[config.mk]
export PLATFORM = sky130hd
export DESIGN_NAME = tl_phase_fsm
export DESIGN_NICKNAME = d
export VERILOG_FILES = /design/src/rtl/tl_pkg.sv /design/src/rtl/tl_rr_pick.sv /design/src/rtl/tl_phase_fsm.sv
export SDC_FILE = /design/constraint.sdc
export NUM_CORES = 1
export LEC_CHECK = 0
export CORE_AREA = 2 2 43 65
export DETAILED_ROUTE_END_ITERATION = 7
export DIE_AREA = 0 0 45 67
export GPL_ROUTABILITY_DRIVEN = 0
export HOLD_SLACK_MARGIN = 0.08
export PLACE_DENSITY = 0.7
export SYNTH_ARGS = -nofsm -noshare
export SYNTH_HDL_FRONTEND = slang
export SYNTH_SLANG_ARGS = --single-unit
[constraint.sdc]
create_clock -name clk -period 3.54 [get_ports clk]
set_input_delay 0.708 -clock clk [delete_from_list [all_inputs] [get_ports clk]]
set_output_delay 0.708 -clock clk [all_outputs]
set_load 0.005 [all_outputs]
[src/rtl/tl_pkg.sv]
// Shared phase encoding for the intersection sequencer and the lamp decoder.
// Phase = {approach[1:0], yellow}; approach 0..3 maps to sensors a..d.
package tl_pkg;

    localparam int unsigned IDX_W = 2;

    typedef enum logic [2:0] {
        S1G = 3'b000,
        S1Y = 3'b001,
        S2G = 3'b010,
        S2Y = 3'b011,
        S3G = 3'b100,
        S3Y = 3'b101,
        S4G = 3'b110,
        S4Y = 3'b111
    } phase_t;

    function automatic phase_t make_phase(input logic [IDX_W-1:0] idx, input logic yellow);
        return phase_t'({idx, yellow});
    endfunction

endpackage

[src/rtl/tl_rr_pick.sv]
// Round-robin picker: first demanding approach after cur (mod 4), cur itself excluded.
module tl_rr_pick
    import tl_pkg::*;
(
    input  logic [3:0]       demand,
    input  logic [IDX_W-1:0] cur,
    output logic [IDX_W-1:0] pick,
    output logic             any
);

    logic [IDX_W-1:0] idx;

    // Scan farthest-first so the nearest successor overwrites and wins.
    always_comb begin
        pick = cur;
        any  = 1'b0;
        idx  = '0;
        for (int unsigned k = 3; k >= 1; k--) begin
            idx = cur + IDX_W'(k);
            if (demand[idx]) begin
                pick = idx;
                any  = 1'b1;
            end
        end
    end

endmodule

[src/rtl/tl_phase_fsm.sv]
// Sensor-actuated green/yellow round-robin sequencer for a four-approach intersection.
// Rests on green without contention; otherwise green dwell is GREEN_MIN..GREEN_MAX.
module tl_phase_fsm
    import tl_pkg::*;
#(
    parameter int unsigned GREEN_MIN = 4,
    parameter int unsigned GREEN_MAX = 10,
    parameter int unsigned YELLOW_T  = 2,
    parameter int unsigned CNT_W     = 8
) (
    input  logic             clk,
    input  logic             rst_n,
    input  logic             a,
    input  logic             b,
    input  logic             c,
    input  logic             d,
    output logic [2:0]       state,
    output logic [2:0]       next_state,
    output logic             phase_change,
    output logic [CNT_W-1:0] timer
);

    localparam logic [CNT_W-1:0] G_MIN_T = CNT_W'(GREEN_MIN - 1);
    localparam logic [CNT_W-1:0] G_MAX_T = CNT_W'(GREEN_MAX - 1);
    localparam logic [CNT_W-1:0] Y_T     = CNT_W'(YELLOW_T - 1);

    phase_t           cur_q, nxt;
    logic [CNT_W-1:0] timer_q, timer_d;
    logic [3:0]       demand_q, demand_d;
    logic [IDX_W-1:0] target_q;
    logic             pc_q;

    logic [3:0]       sensor;
    logic [IDX_W-1:0] cur_idx, pick;
    logic             is_yel, others, change;

    assign sensor  = {d, c, b, a};
    assign cur_idx = cur_q[2:1];
    assign is_yel  = cur_q[0];

    tl_rr_pick u_pick (
        .demand (demand_q),
        .cur    (cur_idx),
        .pick   (pick),
        .any    (others)
    );

    always_comb begin
        nxt = cur_q;
        if (!is_yel) begin
            if (others && (timer_q >= G_MAX_T || (timer_q >= G_MIN_T && !sensor[cur_idx])))
                nxt = make_phase(cur_idx, 1'b1);
        end else if (timer_q >= Y_T) begin
            nxt = make_phase(target_q, 1'b0);
        end
    end

    assign change = (nxt != cur_q);

    // Own-green masking drops sensor sets; entering green clears last so it wins.
    always_comb begin
        demand_d = demand_q | sensor;
        if (!is_yel)
            demand_d[cur_idx] = 1'b0;
        if (change && !nxt[0])
            demand_d[nxt[2:1]] = 1'b0;
    end

    always_comb begin
        timer_d = '0;
        if (!change)
            timer_d = (timer_q == '1) ? timer_q : timer_q + 1'b1;
    end

    always_ff @(posedge clk) begin
        if (!rst_n) begin
            cur_q    <= S1G;
            timer_q  <= '0;
            demand_q <= '0;
            target_q <= '0;
            pc_q     <= 1'b0;
        end else begin
            cur_q    <= nxt;
            timer_q  <= timer_d;
            demand_q <= demand_d;
            pc_q     <= change;
            if (!is_yel && nxt[0])
                target_q <= pick;
        end
    end

    assign state        = cur_q;
    assign next_state   = nxt;
    assign phase_change = pc_q;
    assign timer        = timer_q;

endmodule

==> flow_summary_export.csv, run 1 <==
group,metric,value,unit
run_status,status,"finished, final reports clean",
synth,synth_most_common_cell,"dfxtp_1",
final_layout,post-route-util,55.2,%
sta,rsz0062_at_grt,"false",
global_routing,grt_pass1_vias,972,
synth,synthSimpleGateAreaFrac,22.6,%
pwr,seqPwrFrac,52.2,%
sta,drv_slew,0,
place,place_ws,0.209,ns
floorplan,chipWidth,45,microns
final_layout,area_growth,22.0,%
synth,ys_types,40,
worst_setup_path,regToRegEndpoint,"state[1]",
worst_setup_path,cp_top_family,"simple AND/OR/NAND/NOR gates",
worst_setup_path,required,2.83,ns
worst_setup_path,crit_buf_inv,2,
routing,routed-via-count,1030,
synth,synth_top_family_by_area,"simple AND/OR/NAND/NOR gates",
global_routing,grt_max_degree,14,
place,io_buffers,20,
worst_setup_path,slowest_stage,"clkdlybuf4s50_1",
sta,skew,0.000418,ns
synth,synth_top_area_share,32.9,%
worst_setup_path,reg2reg_depth,7,
routing,dr.pass1.iters,4,
synth,synthMuxAreaShare,5.94,%
worst_setup_path,arrival,2.62,ns
sta,fmax,300,MHz
synth,synth-edff-count,0,
clocking,htreeDepth,1,
sta,fin_crit_sh,94.1,%
final_layout,nNetsFinal,162,
sta,hold_viol,0,
synth,netlist_area,1100,sq um
routing,viasPerCell,5.99,
synth,synth_nets,141,
run,maxCapViolations,0,
synth,yosys_warnings,0,
synth,synth_fa_ha_area_share,7.99,%
routing,drc,0,
synth,synth-compound-area-share,21.0,%
clocking,cts_tree,"yes",
global_routing,track_usage,19.3,%
floorplan,die_h,67,microns
synth,ys.flop_type,"dfxtp_1",
worst_hold_path,holdCritPathClass,"reg -> reg",
synth,async_flop_share,0,%
floorplan,die_area,3020,sq um
pwr,sw_frac_of_total,27.3,%
pwr,cellInternalPower,317,uW
sta,period_needed,3.33,ns
worst_setup_path,r2r_slack,1.41,ns
routing,routed_wirelength,2.61,mm
pwr,power_frac_comb,18.1,%
worst_setup_path,critical_path_class,"reg -> out",
pwr,power_density,326,nW/um^2
clocking,clock-root-buffer,"clkbuf_4",
global_routing,grt_overflow,0,
sta,setup_viol,0,
pwr,p_sw,119,uW
worst_setup_path,start_kind,"register",
routing,postRouteAntennaNets,0,
clocking,clock_path_buffers,2,
worst_setup_path,cp-startpoint,"timer[1]",
global_routing,grt_pass1_wl,4.30,mm
clocking,postCtsSetupBuffers,0,
clocking,ctsResizeCount,0,
clocking,cts_hold_buf,0,
worst_setup_path,end_kind,"output port",
sta,tightest_slew,0.465,ns
final_layout,diodes,0,
synth,synth_top_area_cell,"dfxtp_1",
worst_setup_path,crit_fanout,7,
routing,drtIter0Drc,39,
floorplan,io_pins,21,
sta,fin_ws,0.208,ns
synth,synth_xor_area_share,3.20,%
worst_setup_path,endpoint,"next_state[1]",
pwr,leakage,0.501,nW
worst_setup_path,crit_chain,"inv_1, ha_1, nor3b_1, and3_1, nand2b_1, mux2_2, clkdlybuf4s50_1",
place,hpwl,1.99,mm
synth,synth_seq_cells,18,
pwr,ir_drop,0.000227,V
floorplan,start_util,45.2,%
final_layout,drive_above_1_share,8.11,%
routing,wl_per_cell,15.2,microns
clocking,clock_latency,0.30,ns
pwr,design_power_total,437,uW
synth,netlist_instances,128,
floorplan,row_count,22,
worst_setup_path,cpPeakStageDelay,0.44,ns
clocking,clk_pin_slew,0.10,ns
worst_setup_path,cp_num_cells,7,
clocking,cts.sinks,18,
worst_setup_path,r2r_start,"timer[1]",
synth,seq_area_frac_synth,32.9,%
pwr,clkPwrFrac,29.8,%
synth,ys_top_cells_by_area,"dfxtp_1 33%, ha_1 8.0%, inv_1 4.1%",
final_layout,nFillCells,235,
sta,max_slew_margin,69.0,%
sta,fin_tns_setup,0,ns
synth,syn_area_per_cell,8.56,sq um
global_routing,antenna_found_initial,0,
clocking,numCtsBuffers,3,
synth,yosys-top-cells-count,"18 x dfxtp_1, 12 x inv_1, 11 x nor2_1",
floorplan,core,2420,sq um
==> registers in the layout, indices dropped and copies added, names as in the netlist <==
signal and count:
timer 8, phase_change 1, target_q 2, state 3, demand_q 4
==> through the flow <==
step / instances / hold slack (ns) / instance area [sq um]
finish: 172 / 0.516 / 1340
global route: 172 / 0.547 / 1340
CTS: 172 / 0.519 / 1340
detailed placement: 168 / 0.496 / 1300
global placement: 168 / 0.486 / 1300
floorplan: 128 / 0.447 / 1100
==> cells by family after synthesis <==
family	after synthesis
AOI/OAI and AO/OA	31
xor gates and xnor gates	4
adders and majority gates	7
buffers and inverters	16
DFF	18
muxes	5
and+or+nand+nor	47
==> power groups by stage <==
stage / Combinational (mW) / Clock [mW] / Sequential, mW
floorplan: 0.0477 / 0 / 0.229
global placement: 0.0773 / 0 / 0.232
detailed placement: 0.0795 / 0 / 0.232
CTS: 0.0800 / 0.131 / 0.227
global route: 0.0891 / 0.139 / 0.230
finish: 0.0789 / 0.130 / 0.228
==> worst reg2reg max path: cells and delay by family, from the launching register on <==
kind,cells,cell delay (ns)
flops,1,0.41
buf+inv,1,0.08
fa+ha+maj,1,0.18
mux,1,0.38
simple gates,4,0.97
==> worst min-delay path by stage <==
stage	cells past startpoint	slack, ns	from	to
2_1_floorplan	1	0.45	target_q[1]	demand_q[2]
3_3_place_gp	1	0.49	target_q[0]	demand_q[3]
3_5_place_dp	1	0.50	target_q[0]	demand_q[1]
4_1_cts	1	0.52	target_q[0]	demand_q[1]
5_1_grt	1	0.55	target_q[1]	demand_q[2]
6_report	1	0.52	target_q[0]	demand_q[1]
==> layer usage <==
layer	routed length, microns	vias up	GRT usage (%)	part of all wire [%]
met5	0	-	0	0
met4	65	0	8.46	2.5
met3	102	7	2.44	3.9
met2	1410	32	36.1	54
met1	1030	489	20.2	40
li1	-	502	-	-
==> layout by cell type (no fill, tap or decap), types with 2 or more instances in the layout <==
master / count
a21oi_1: 6
mux2i_1: 2
and2_1: 3
nand2_1: 10
nor3_1: 4
ha_1: 7
xnor2_1: 3
dfxtp_1: 18
a211oi_1: 2
and3_1: 3
a31oi_1: 6
nand3_1: 4
clkbuf_4: 3
nand2b_1: 3
inv_1: 12
mux2_2: 2
nor2_1: 11
o221ai_1: 4
o21ai_0: 5
clkdlybuf4s50_1: 20
==> area by class of cell <==
| cell class | count | area [sq um] | area share [%] |
|---|---|---|---|
| inverter | 12 | 45.0 | 3.37 |
| timing repair buffer | 20 | 200 | 15.0 |
| clock buffer | 4 | 36.3 | 2.71 |
| multi-input combinational | 94 | 666 | 49.8 |
| sequential | 18 | 360 | 26.9 |
| tap | 24 | 30.0 | 2.25 |
(Power assumes the default switching activity.)
==> inputs of run 2 (changes only) <==
CAP_MARGIN = 20   (was not set)
SETUP_SLACK_MARGIN = 0.1   (was not set)
==> flow_summary_export.csv, run 2 (synthesized netlist as in run 1, its figures left out) <==
group,metric,value,unit
routing,wl_per_cell,15.4,microns
clocking,clock_latency,0.30,ns
clocking,cts_tree,"yes",
run_status,status,"finished, final reports clean",
sta,hold_viol,0,
final_layout,fin_area,1340,sq um
sta,drv_slew,0,
clocking,cts_hold_buf,0,
final_layout,layout_common_cells,"20 x clkdlybuf4s50_1, 18 x dfxtp_1, 12 x inv_1, 11 x nor2_1, 10 x nand2_1",
global_routing,grt_pass1_wl,4.30,mm
routing,dr.pass1.iters,4,
place,place_inst,168,
worst_setup_path,cp-startpoint,"d",
sta,tightest_slew,0.470,ns
final_layout,mostFrequentLayoutCell,"clkdlybuf4s50_1",
global_routing,track_usage,19.3,%
final_layout,layout.cells.non_filler,172,
place,hpwl,1.99,mm
global_routing,grt_pass1_vias,972,
final_layout,nFillCells,237,
pwr,design_power_total,436,uW
routing,routed-via-count,1042,
worst_hold_path,hp-start,"target_q[0]",
worst_setup_path,crit_fanout,8,
worst_setup_path,required,2.83,ns
routing,routed_wirelength,2.64,mm
global_routing,antenna_found_initial,0,
clocking,numCtsBuffers,3,
sta,fmax,300,MHz
sta,skew,0.000662,ns
pwr,leakage,0.501,nW
run,maxCapViolations,0,
final_layout,multi_input_area,668,sq um
worst_setup_path,start_kind,"input pin",
worst_setup_path,critical_path_class,"in -> out",
clocking,cts.sinks,18,
clocking,ctsResizeCount,0,
sta,fin_ws,0.211,ns
clocking,htreeDepth,1,
final_layout,diodes,0,
worst_setup_path,arrival,2.62,ns
worst_setup_path,r2r_start,"state[1]",
clocking,clock_path_buffers,2,
pwr,power_density,326,nW/um^2
routing,drtIter0Drc,32,
place,place_ws,0.209,ns
global_routing,grt_max_degree,14,
sta,rsz0062_at_grt,"false",
floorplan,chipWidth,45,microns
final_layout,largest_reg_flops,8,
sta,hold_ws,0.516,ns
sta,fin_crit_sh,94.0,%
routing,drc,0,
clocking,clk_pin_slew,0.10,ns
routing,viasPerCell,6.06,
global_routing,grt_overflow,0,
clocking,postCtsSetupBuffers,0,
routing,postRouteAntennaNets,0,
final_layout,area_growth,22.3,%
worst_hold_path,holdCritPathClass,"reg -> reg",
floorplan,start_util,45.2,%
sta,max_slew_margin,68.6,%
clocking,clock-root-buffer,"clkbuf_4",
floorplan,row_count,22,
final_layout,final-seq-area,360,sq um
sta,period_needed,3.33,ns
sta,fin_tns_setup,0,ns
final_layout,post-route-util,55.3,%
final_layout,nNetsFinal,162,
sta,setup_viol,0,
floorplan,die_h,67,microns
place,placed_area,1300,sq um
worst_setup_path,end_kind,"output port",
floorplan,die_area,3020,sq um
floorplan,core,2420,sq um
place,io_buffers,20,
floorplan,io_pins,21,
final_layout,drive_above_1_share,8.78,%
pwr,ir_drop,0.000225,V
[run 2: changes by cell type in the layout (fill, tap and decap cells not counted)]
cell	change
nand2b_1	-1
nand2b_2	+1
[run 2: cell type report]
type	count	share of cell area, %
clock buffers	4	2.71
inverters	12	3.36
multi-input cells	94	49.9
flip-flops and latches	18	26.9
well taps	24	2.24
repair buffers	20	14.9
[run 2: critical path: stages]
cell	delay [ns]
clkdlybuf4s50_1	0.43
mux4_2	0.51
o221ai_2	0.22
o211ai_4	0.15
nand2_1	0.10
clkdlybuf4s50_1	0.50
[run 2: worst paths after layout]
check / cells after the start / to / slack (ns)
worst max-delay path: 6 / next_state[0] / 0.21
worst min-delay path: 1 / demand_q[1] / 0.52
worst max register to register: 7 / target_q[0] / 1.44
worst min register to register: 1 / demand_q[1] / 0.52
[run 2: per-layer routing]
metal / vias to the layer above / share of wire (%) / global-route usage (%)
li1: 502 / - / -
met1: 492 / 39 / 20.2
met2: 41 / 55 / 36.1
met3: 7 / 4.0 / 2.44
met4: 0 / 2.5 / 8.46
met5: - / 0 / 0
[run 2: power breakdown]
| group | leakage (nW) | switching (mW) | internal (mW) | total, mW |
|---|---|---|---|---|
| Combinational | 0.334 | 0.0373 | 0.0427 | 0.0800 |
| Sequential | 0.147 | 0.0152 | 0.213 | 0.228 |
| Clock | 0.0210 | 0.0659 | 0.0628 | 0.129 |
==> inputs of run 3 (changes only) <==
CAP_MARGIN = not set   (was 20)
GPL_ROUTABILITY_DRIVEN = not set   (was 0)
==> results of run 3 <==
The final DEF is identical to that of run 2; final timing and power are the same.
